## config.mk

```make
export PLATFORM = sky130hd
export DESIGN_NAME = program_loader
export DESIGN_NICKNAME = d
export VERILOG_FILES = /design/src/rtl/program_loader.sv
export SDC_FILE = /design/constraint.sdc
export NUM_CORES = 1
export LEC_CHECK = 0
export CAP_MARGIN = 10
export CORE_MARGIN = 2
export CORE_UTILIZATION = 49
export CTS_CLUSTER_SIZE = 25
export DETAILED_ROUTE_END_ITERATION = 10
export PLACE_DENSITY = 0.86
export SLEW_MARGIN = 0
export SYNTH_ARGS = -nofsm -noshare
export SYNTH_HDL_FRONTEND = slang
export SYNTH_SLANG_ARGS = --single-unit
```

## constraint.sdc

```tcl
create_clock -name clock -period 1.83 [get_ports clock]
set_clock_uncertainty 0.1 [all_clocks]
set_input_delay 0.549 -clock clock [delete_from_list [all_inputs] [get_ports clock]]
set_output_delay 0.549 -clock clock [all_outputs]
set_load 0.1 [all_outputs]
```

## src/rtl/program_loader.sv

```systemverilog
// Framed byte-stream loader for the 64x16 instruction memory: header N, 2N data bytes
// (high byte first), XOR checksum; releases the CPU once the checksum matches.
module program_loader #(
   parameter int ADDR_W = 6,
   parameter int DEPTH  = 64
) (
   input  logic              clock,
   input  logic              reset_n,
   input  logic              start,
   input  logic [7:0]        byte_in,
   input  logic              byte_valid,
   output logic              byte_ready,
   output logic              wr_en,
   output logic [ADDR_W-1:0] wr_addr,
   output logic [15:0]       wr_data,
   output logic              done,
   output logic              error,
   output logic              cpu_run
);

   typedef enum logic [2:0] {
      S_IDLE = 3'd0,
      S_HDR  = 3'd1,
      S_HI   = 3'd2,
      S_LO   = 3'd3,
      S_CHK  = 3'd4,
      S_DONE = 3'd5,
      S_ERR  = 3'd6
   } state_t;

   localparam logic [7:0] L_DEPTH = 8'(DEPTH);

   state_t              r_state;
   logic [7:0]          r_n;
   logic [ADDR_W:0]     r_cnt;
   logic [7:0]          r_acc;
   logic [7:0]          r_hi;
   logic                r_wr_en;
   logic [ADDR_W-1:0]   r_wr_addr;
   logic [15:0]         r_wr_data;
   logic                r_done;
   logic                r_error;
   logic                r_cpu_run;

   logic                w_ready;
   logic                w_xfer;
   logic [ADDR_W:0]     w_cnt_next;
   logic                w_last;

   // Ready depends only on the current state, never on byte_valid.
   always_comb begin
      w_ready = 1'b0;
      case (r_state)
         S_HDR, S_HI, S_LO, S_CHK: w_ready = 1'b1;
         default:                  w_ready = 1'b0;
      endcase
   end

   assign w_xfer     = byte_valid && w_ready;
   assign w_cnt_next = r_cnt + {{ADDR_W{1'b0}}, 1'b1};
   // Counter is one bit wider than the address so N == DEPTH terminates cleanly.
   assign w_last     = (8'(w_cnt_next) == r_n);

   // Frame sequencing, memory write strobe and sticky status flags.
   always_ff @(posedge clock or negedge reset_n) begin
      if (!reset_n) begin
         r_state   <= S_IDLE;
         r_n       <= 8'd0;
         r_cnt     <= '0;
         r_acc     <= 8'd0;
         r_hi      <= 8'd0;
         r_wr_en   <= 1'b0;
         r_wr_addr <= '0;
         r_wr_data <= 16'd0;
         r_done    <= 1'b0;
         r_error   <= 1'b0;
         r_cpu_run <= 1'b0;
      end else begin
         r_wr_en <= 1'b0;
         if (start) begin
            r_state   <= S_HDR;
            r_cnt     <= '0;
            r_acc     <= 8'd0;
            r_done    <= 1'b0;
            r_error   <= 1'b0;
            r_cpu_run <= 1'b0;
         end else begin
            case (r_state)
               S_HDR: begin
                  if (w_xfer) begin
                     r_n <= byte_in;
                     if ((byte_in == 8'd0) || (byte_in > L_DEPTH)) begin
                        r_state <= S_ERR;
                        r_error <= 1'b1;
                     end else begin
                        r_cnt   <= '0;
                        r_acc   <= 8'd0;
                        r_state <= S_HI;
                     end
                  end else begin
                     r_state <= S_HDR;
                  end
               end
               S_HI: begin
                  if (w_xfer) begin
                     r_hi    <= byte_in;
                     r_acc   <= r_acc ^ byte_in;
                     r_state <= S_LO;
                  end else begin
                     r_state <= S_HI;
                  end
               end
               S_LO: begin
                  if (w_xfer) begin
                     r_wr_en   <= 1'b1;
                     r_wr_addr <= r_cnt[ADDR_W-1:0];
                     r_wr_data <= {r_hi, byte_in};
                     r_acc     <= r_acc ^ byte_in;
                     r_cnt     <= w_cnt_next;
                     r_state   <= w_last ? S_CHK : S_HI;
                  end else begin
                     r_state <= S_LO;
                  end
               end
               S_CHK: begin
                  if (w_xfer) begin
                     if (byte_in == r_acc) begin
                        r_state   <= S_DONE;
                        r_done    <= 1'b1;
                        r_cpu_run <= 1'b1;
                     end else begin
                        r_state <= S_ERR;
                        r_error <= 1'b1;
                     end
                  end else begin
                     r_state <= S_CHK;
                  end
               end
               S_IDLE:  r_state <= S_IDLE;
               S_DONE:  r_state <= S_DONE;
               S_ERR:   r_state <= S_ERR;
               default: begin
                  r_state   <= S_ERR;
                  r_error   <= 1'b1;
                  r_done    <= 1'b0;
                  r_cpu_run <= 1'b0;
               end
            endcase
         end
      end
   end

   assign byte_ready = w_ready;
   assign wr_en      = r_wr_en;
   assign wr_addr    = r_wr_addr;
   assign wr_data    = r_wr_data;
   assign done       = r_done;
   assign error      = r_error;
   assign cpu_run    = r_cpu_run;

endmodule

```

==> summary.md <==
| Metric | Value |
|---|---|
| Status | `complete, but fails checks` |
| Failing checks | `setup timing` |
| EDFF count, synth | `0` |
| Crit path max fanout | `2` |
| CTS root buf | `clkbuf_8` |
| Post-placement cell area | `4041 um^2` |
| Most frequent cells in the layout | `dfrtp_1 (56), buf_4 (48), buf_12 (30), nand2_1 (27), o21ai_0 (26)` |
| RR Startpoint | `r_state[2]` |
| Clk pwr share | `18.5%` |
| Post-Synth Simple-Gate Area | `14.46%` |
| Final hold violations | `0` |
| Area share of the largest cell type after synthesis | `50.77%` |
| Most area-hungry cell type in the Yosys netlist | `dfrtp_1` |
| Setup TNS | `-0.3519 ns` |
| Max Clk Rate | `518.0 MHz` |
| Compound-gate portion of the synthesized area | `12.18%` |
| Initial antenna violation count | `0` |
| Via density | `6.013` |
| Detailed placement HPWL | `5.519 mm` |
| Final period util | `105.5%` |
| Worst EP arrival | `1.28 ns` |
| Fraction of registers with async set/reset | `100.0%` |
| Largest family of logic cells by synthesized area | `simple AND/OR/NAND/NOR gates` |
| Final WS setup | `-0.1005 ns` |
| Internal | `3.994 mW` |
| Reg2reg setup slack | `-0.10 ns` |
| Vias in the first global route | `2767` |
| Clock Latency Late Sink | `0.35 ns` |
| Yosys cell types | `46` |
| Cell Pwr Density | `1611 nW/um^2` |
| Detailed Routing Iterations Pass 1 | `4` |
| Largest net degree at the start of global routing | `60` |
| Hold Path Class | `in -> async` |
| Worst VDD drop | `0.001504 V` |
| Syn_area_per_cell | `10.31 um^2` |
| Clk pin slew, worst setup/hold paths | `0.07 ns` |
| Number of buffers created by CTS | `9` |
| Worst Tran Pin Value | `0.3933 ns` |
| P_sw | `3.176 mW` |
| Worst r2r path cells | `6` |
| Clock Path Buffers | `2` |
| Die W | `81.04 um` |
| Core Region | `5816 um^2` |
| Syn-to-layout area delta | `53.10%` |
| R2R Path End | `r_cnt[4]` |
| First-pass GRT wire length | `13.97 mm` |
| Placed Instances | `428` |
| Synth Net Count | `295` |
| Synth Area in Adders | `0.4303%` |
| XOR/XNOR share of the synthesized area | `6.325%` |
| M1 WL | `3.326 mm` |
| Fill cells | `329` |
| Commonest non-fill, non-tap cell in the layout | `dfrtp_1` |
| Leakage power total | `2.048 nW` |
| Critical path class | `reg -> out` |
| Flops & latches, synth | `59` |
| Post-Syn Instances | `282` |
| Ant diodes | `0` |
| Initial Utilization | `50.00%` |
| Htree depth | `3` |
| Relative slew slack | `73.56%` |
| Required @ worst endpoint | `1.18 ns` |
| Post-place setup slack | `-0.8706 ns` |
| GRT overflow | `0` |
| Row Count | `28` |
| Seq/Total Area, Yosys | `50.77%` |
| All-Layer GR Usage | `28.90%` |
| Syn Std Cell Area | `2908 um^2` |
| Overall Power | `7.170 mW` |
| Sequential share of power | `29.1%` |
| Antenna viol nets, final | `0` |
| Hold Buf Count CTS | `0` |
| Post-route cell area | `4452 um^2` |
| RSZ-0062 raised after global routing | `true` |
| Num ports | `39` |
| Ys Warns | `0` |
| Port buffer count | `38` |
| Tmin final | `1.930 ns` |
| CTS tree | `yes` |
| # nets final | `386` |
| Fin Hold WS | `0.1046 ns` |
| DR WL/cell | `19.94 um` |
| Area contributors post-synth | `dfrtp_1 (51%), mux2_2 (10%), o21ai_0 (5.7%)` |
| Worst setup SP type | `flip-flop` |
| Uppermost layer routed | `met4` |
| Max cap viols | `0` |
| Post-synthesis mux area share | `11.96%` |
| CTS Sinks | `59` |
| Max Slew Vio Count | `0` |
| Endpoint class of the critical path | `output pin` |
| Die ar. | `6567 um^2` |
| Finished Core Util | `76.55%` |
| Finished Layout Cells | `452` |
| Metal3 WL | `601 um` |
| Share of cells above drive strength 1 | `44.83%` |
| Initial drt markers | `413` |
| WL final | `9.011 mm` |
| Sw Ratio | `44.29%` |
| Met2 WL | `4.636 mm` |
| Comb power frac | `52.4%` |
| Die Ht | `81.04 um` |
| Final setup vio count | `7` |
| Vias post-DR | `2718` |
| Residual DRC | `0` |
| RD Place Congestion | `0.8406` |
| Primary FF master, synth | `dfrtp_1` |
## kinds of logic (layout without fill, tap and decap cells)
group           count (synthesis)  count (layout)
compound gates                 62              62
mux                            31              31
simple gates                   82              82
buf+inv                        26             121
flops                          59              59
fa+ha+maj                       1               1
xor+xnor                       21              21
## what timing repair did
action,4_1_cts,5_1_grt
setup endpoints to repair,51,41
pin swaps,10,11
gates resized for setup,38,35
setup buffers,7,2
hold endpoints to repair,0,0
## cells in the mapped netlist (4+ instances only)
cell,count
nor2_1,15
inv_1,12
nand3_1,6
nor2b_1,4
mux2_2,27
o21ai_0,33
dfrtp_1,59
nand2_1,28
clkbuf_1,6
xor2_1,9
a21oi_1,13
xnor2_1,12
## power groups by stage
stage,Combinational (mW),Sequential (mW),Clock (mW)
floorplan,1.01,3.18,0
global placement,3.39,2.06,0
detailed placement,3.48,2.10,0
CTS,3.64,2.06,1.33
global route,3.91,2.11,1.40
finish,3.76,2.08,1.33
## worst max path at each step
stage	startpoint	endpoint	slack (ns)	cells after the start
2_1_floorplan	r_state[2]	r_state[2]	-0.13	5
3_3_place_gp	byte_in[0]	error	-0.63	7
3_5_place_dp	byte_in[0]	error	-0.87	7
4_1_cts	r_state[2]	byte_ready	-0.1	3
5_1_grt	r_state[2]	r_cnt[4]	-0.14	6
6_report	r_state[0]	byte_ready	-0.10	3
## worst max-delay path: stages (launching register included)
cell     delay, ns
dfrtp_2       0.43
nor2_4        0.16
xnor2_4       0.15
buf_12        0.20
## registers in the layout, summed over array words and instances (netlist names)
signal / flops
wr_addr: 6
r_state: 3
wr_data: 16
r_acc: 8
cpu_run: 1
r_cnt: 7
error: 1
wr_en: 1
r_n: 8
r_hi: 8
## routing by layer
metal / track usage, % / vias to the layer above
li1: - / 1161
met4: 15.25 / 0
met2: 48.18 / 153
met1: 34.42 / 1353
met3: 7.333 / 51
met5: 0 / -
## final cells by class
| cell class | instances | area (um^2) | share of cell area, % |
|---|---|---|---|
| clock buffers | 11 | 141.4 | 3.176 |
| clock inverters | 4 | 75.07 | 1.686 |
| inverters | 12 | 45.04 | 1.012 |
| multi-input cells | 197 | 1528 | 34.32 |
| flip-flops and latches | 59 | 1480 | 33.25 |
| well taps | 75 | 93.84 | 2.108 |
| repair buffers | 94 | 1089 | 24.45 |
Note: power is estimated with default switching activity, not from simulation.
==> RTL change: new RTL, same settings <==
Change the parameter `ADDR_W` from 6 to 5.
--- a/src/rtl/program_loader.sv
+++ b/src/rtl/program_loader.sv
@@ -2,5 +2,5 @@
 // (high byte first), XOR checksum; releases the CPU once the checksum matches.
 module program_loader #(
-   parameter int ADDR_W = 6,
+   parameter int ADDR_W = 5,
    parameter int DEPTH  = 64
 ) (
Interface: changed (resized wr_addr); port bits go from 39 to 38. No check against the original RTL was run, so the function may have changed too.
==> RTL change against the original RTL <==
- the flow still finishes with violations (negative setup slack)
- area after synthesis is 4.4% lower
- final cell count is 15% lower
- total power is 18% lower
- routed wire length is 7.8% lower
- sequential cell count is 2 lower
- count of clock-buffer cells in the layout is 1 higher
- register-to-register slack better by 50 ps
- global-route usage is 0.76 points lower
- critical path depth stayed put
- synthesized cell count is 20% lower
- cell area is 4.2% lower
- setup slack worse by 14 ps
- critical path type unchanged
- largest power group unchanged
- highest routed layer unchanged
==> RTL change: results (changes against the original RTL) <==
sta:
  worst_slew_pin_slew_ps: 441  # +47.5 ps
  setup_tns_ps: -243  # +109 ps
  hold_ws_ps: 90.6  # -13.9 ps
  setup_slack_ps: -115  # -14.1 ps
  setup_viol: 8  # +1
grt:
  grt_use_total: 0.281  # -0.00764
  antenna_found_initial: 0  # unchanged
  grt_max_degree: 58  # -3.3%
placed_design:
  io_buffers: 37  # -2.6%
  post_dp_cell_area_mm2: 0.00383  # -5.1%
  dp_hpwl_mm: 4.75  # -14%
  dp_slack_ps: -837  # +33.3 ps
  dp_cells: 359  # -16%
setup_path:
  r2r_end: "r_cnt[3]"
  rrSetupSlack_ps: -50  # +50 ps
  reg2regPathDepth: 7  # +1
  path_delay_family: "flip-flops"
final_layout:
  largest_reg_flops: 16  # unchanged
  drive_gt1_frac: 0.538  # +0.0899
drt:
  dr.pass1.iters: 4  # unchanged
  via_per_inst: 6.01  # about the same
  wirelength_mm: 8.31  # -7.8%
  vias: 2319  # -15%
  dr.first_iter.drc_count: 256  # -38%
status:
  status: "finished, violations left"
  violations: "negative setup slack"
synth:
  netlist_top_cells_count: "dfrtp_1 (57), mux2_2 (27), xnor2_1 (18)"
  synthDistinctLibCells: 50  # +8.7%
  ys_seq_area_frac: 0.513  # +0.00531
  synthMuxAreaShare: 0.161  # +0.0415
  syn_nets: 238  # -19%
  synthCells: 225  # -20%
  synthAdderAreaFrac: 0.00450  # +0.000198
  synth-xor-area-share: 0.0567  # -0.00655
  synth.top_cells.by_area: "dfrtp_1 (51%), mux2_2 (11%), xnor2_1 (5.7%)"
power:
  power.leakage_nw: 1.85  # -9.7%
  ir_drop_v: 0.00127  # -15%
[RTL change: cell count changes in the layout (fill, tap and decap cells not counted), sizes merged, moves of 6 or more]
cell	delta
o21ai	-33
nand2	-21
inv	-11
xor2	-9
a221o	+8
mux2	+8
nor3b	+8
a21oi	-7
nor2	-7
buf	-6
nor2b	+6
xnor2	+6
[RTL change: what timing repair did]
| action | CTS | global route |
|---|---|---|
| pin swaps | 12 | 10 |
| cloned | 1 | 0 |
| resized for setup | 45 | 34 |
| setup buffers | 11 | 2 |
| endpoints found under the setup margin | 31 | 35 |
[RTL change: cell families after synthesis]
kind of cell,count (synthesis)
muxes,40
and+or+nand+nor,64
xor gates and xnor gates,18
AOI/OAI and AO/OA,33
DFF,57
adders and majority gates,1
buffers and inverters,12
[RTL change: worst max path at each step]
stage	startpoint	to	slack (ps)
floorplan	r_state[1]	r_state[2]	-70
global placement	byte_in[2]	r_acc[5]	-720
detailed placement	byte_in[2]	r_acc[3]	-840
CTS	r_state[2]	byte_ready	-120
global route	r_state[1]	byte_ready	-140
finish	r_state[2]	byte_ready	-110
[RTL change: worst reg2reg max path, cell delays in order (launching register included)]
cell	delay, ps
dfrtp_2	420
buf_4	170
and2b_2	240
and2_4	190
o31ai_4	70
buf_6	140
and2_4	160
a211o_1	280
[RTL change: layout make-up]
type | instances | area [µm²]
multi-input cells | 156 | 1510
inverters | 2 | 7.51
flip-flops and latches | 57 | 1430
well taps | 72 | 90.1
clock buffers | 12 | 145
fillers | 285 | 1240
clock inverters | 1 | 5.00
repair buffers | 86 | 1080
[RTL change: layer usage]
metal	track usage	share of wire	vias up
met4	0.141	0.031	0
met3	0.0580	0.060	23
met2	0.456	0.52	105
li1	-	-	997
met5	0	0	-
met1	0.359	0.39	1194
[RTL change: where the power goes]
| group | switching [mW] | internal (mW) |
|---|---|---|
| Combinational | 1.72 | 1.26 |
| Sequential | 0.336 | 1.59 |
| Clock | 0.485 | 0.503 |
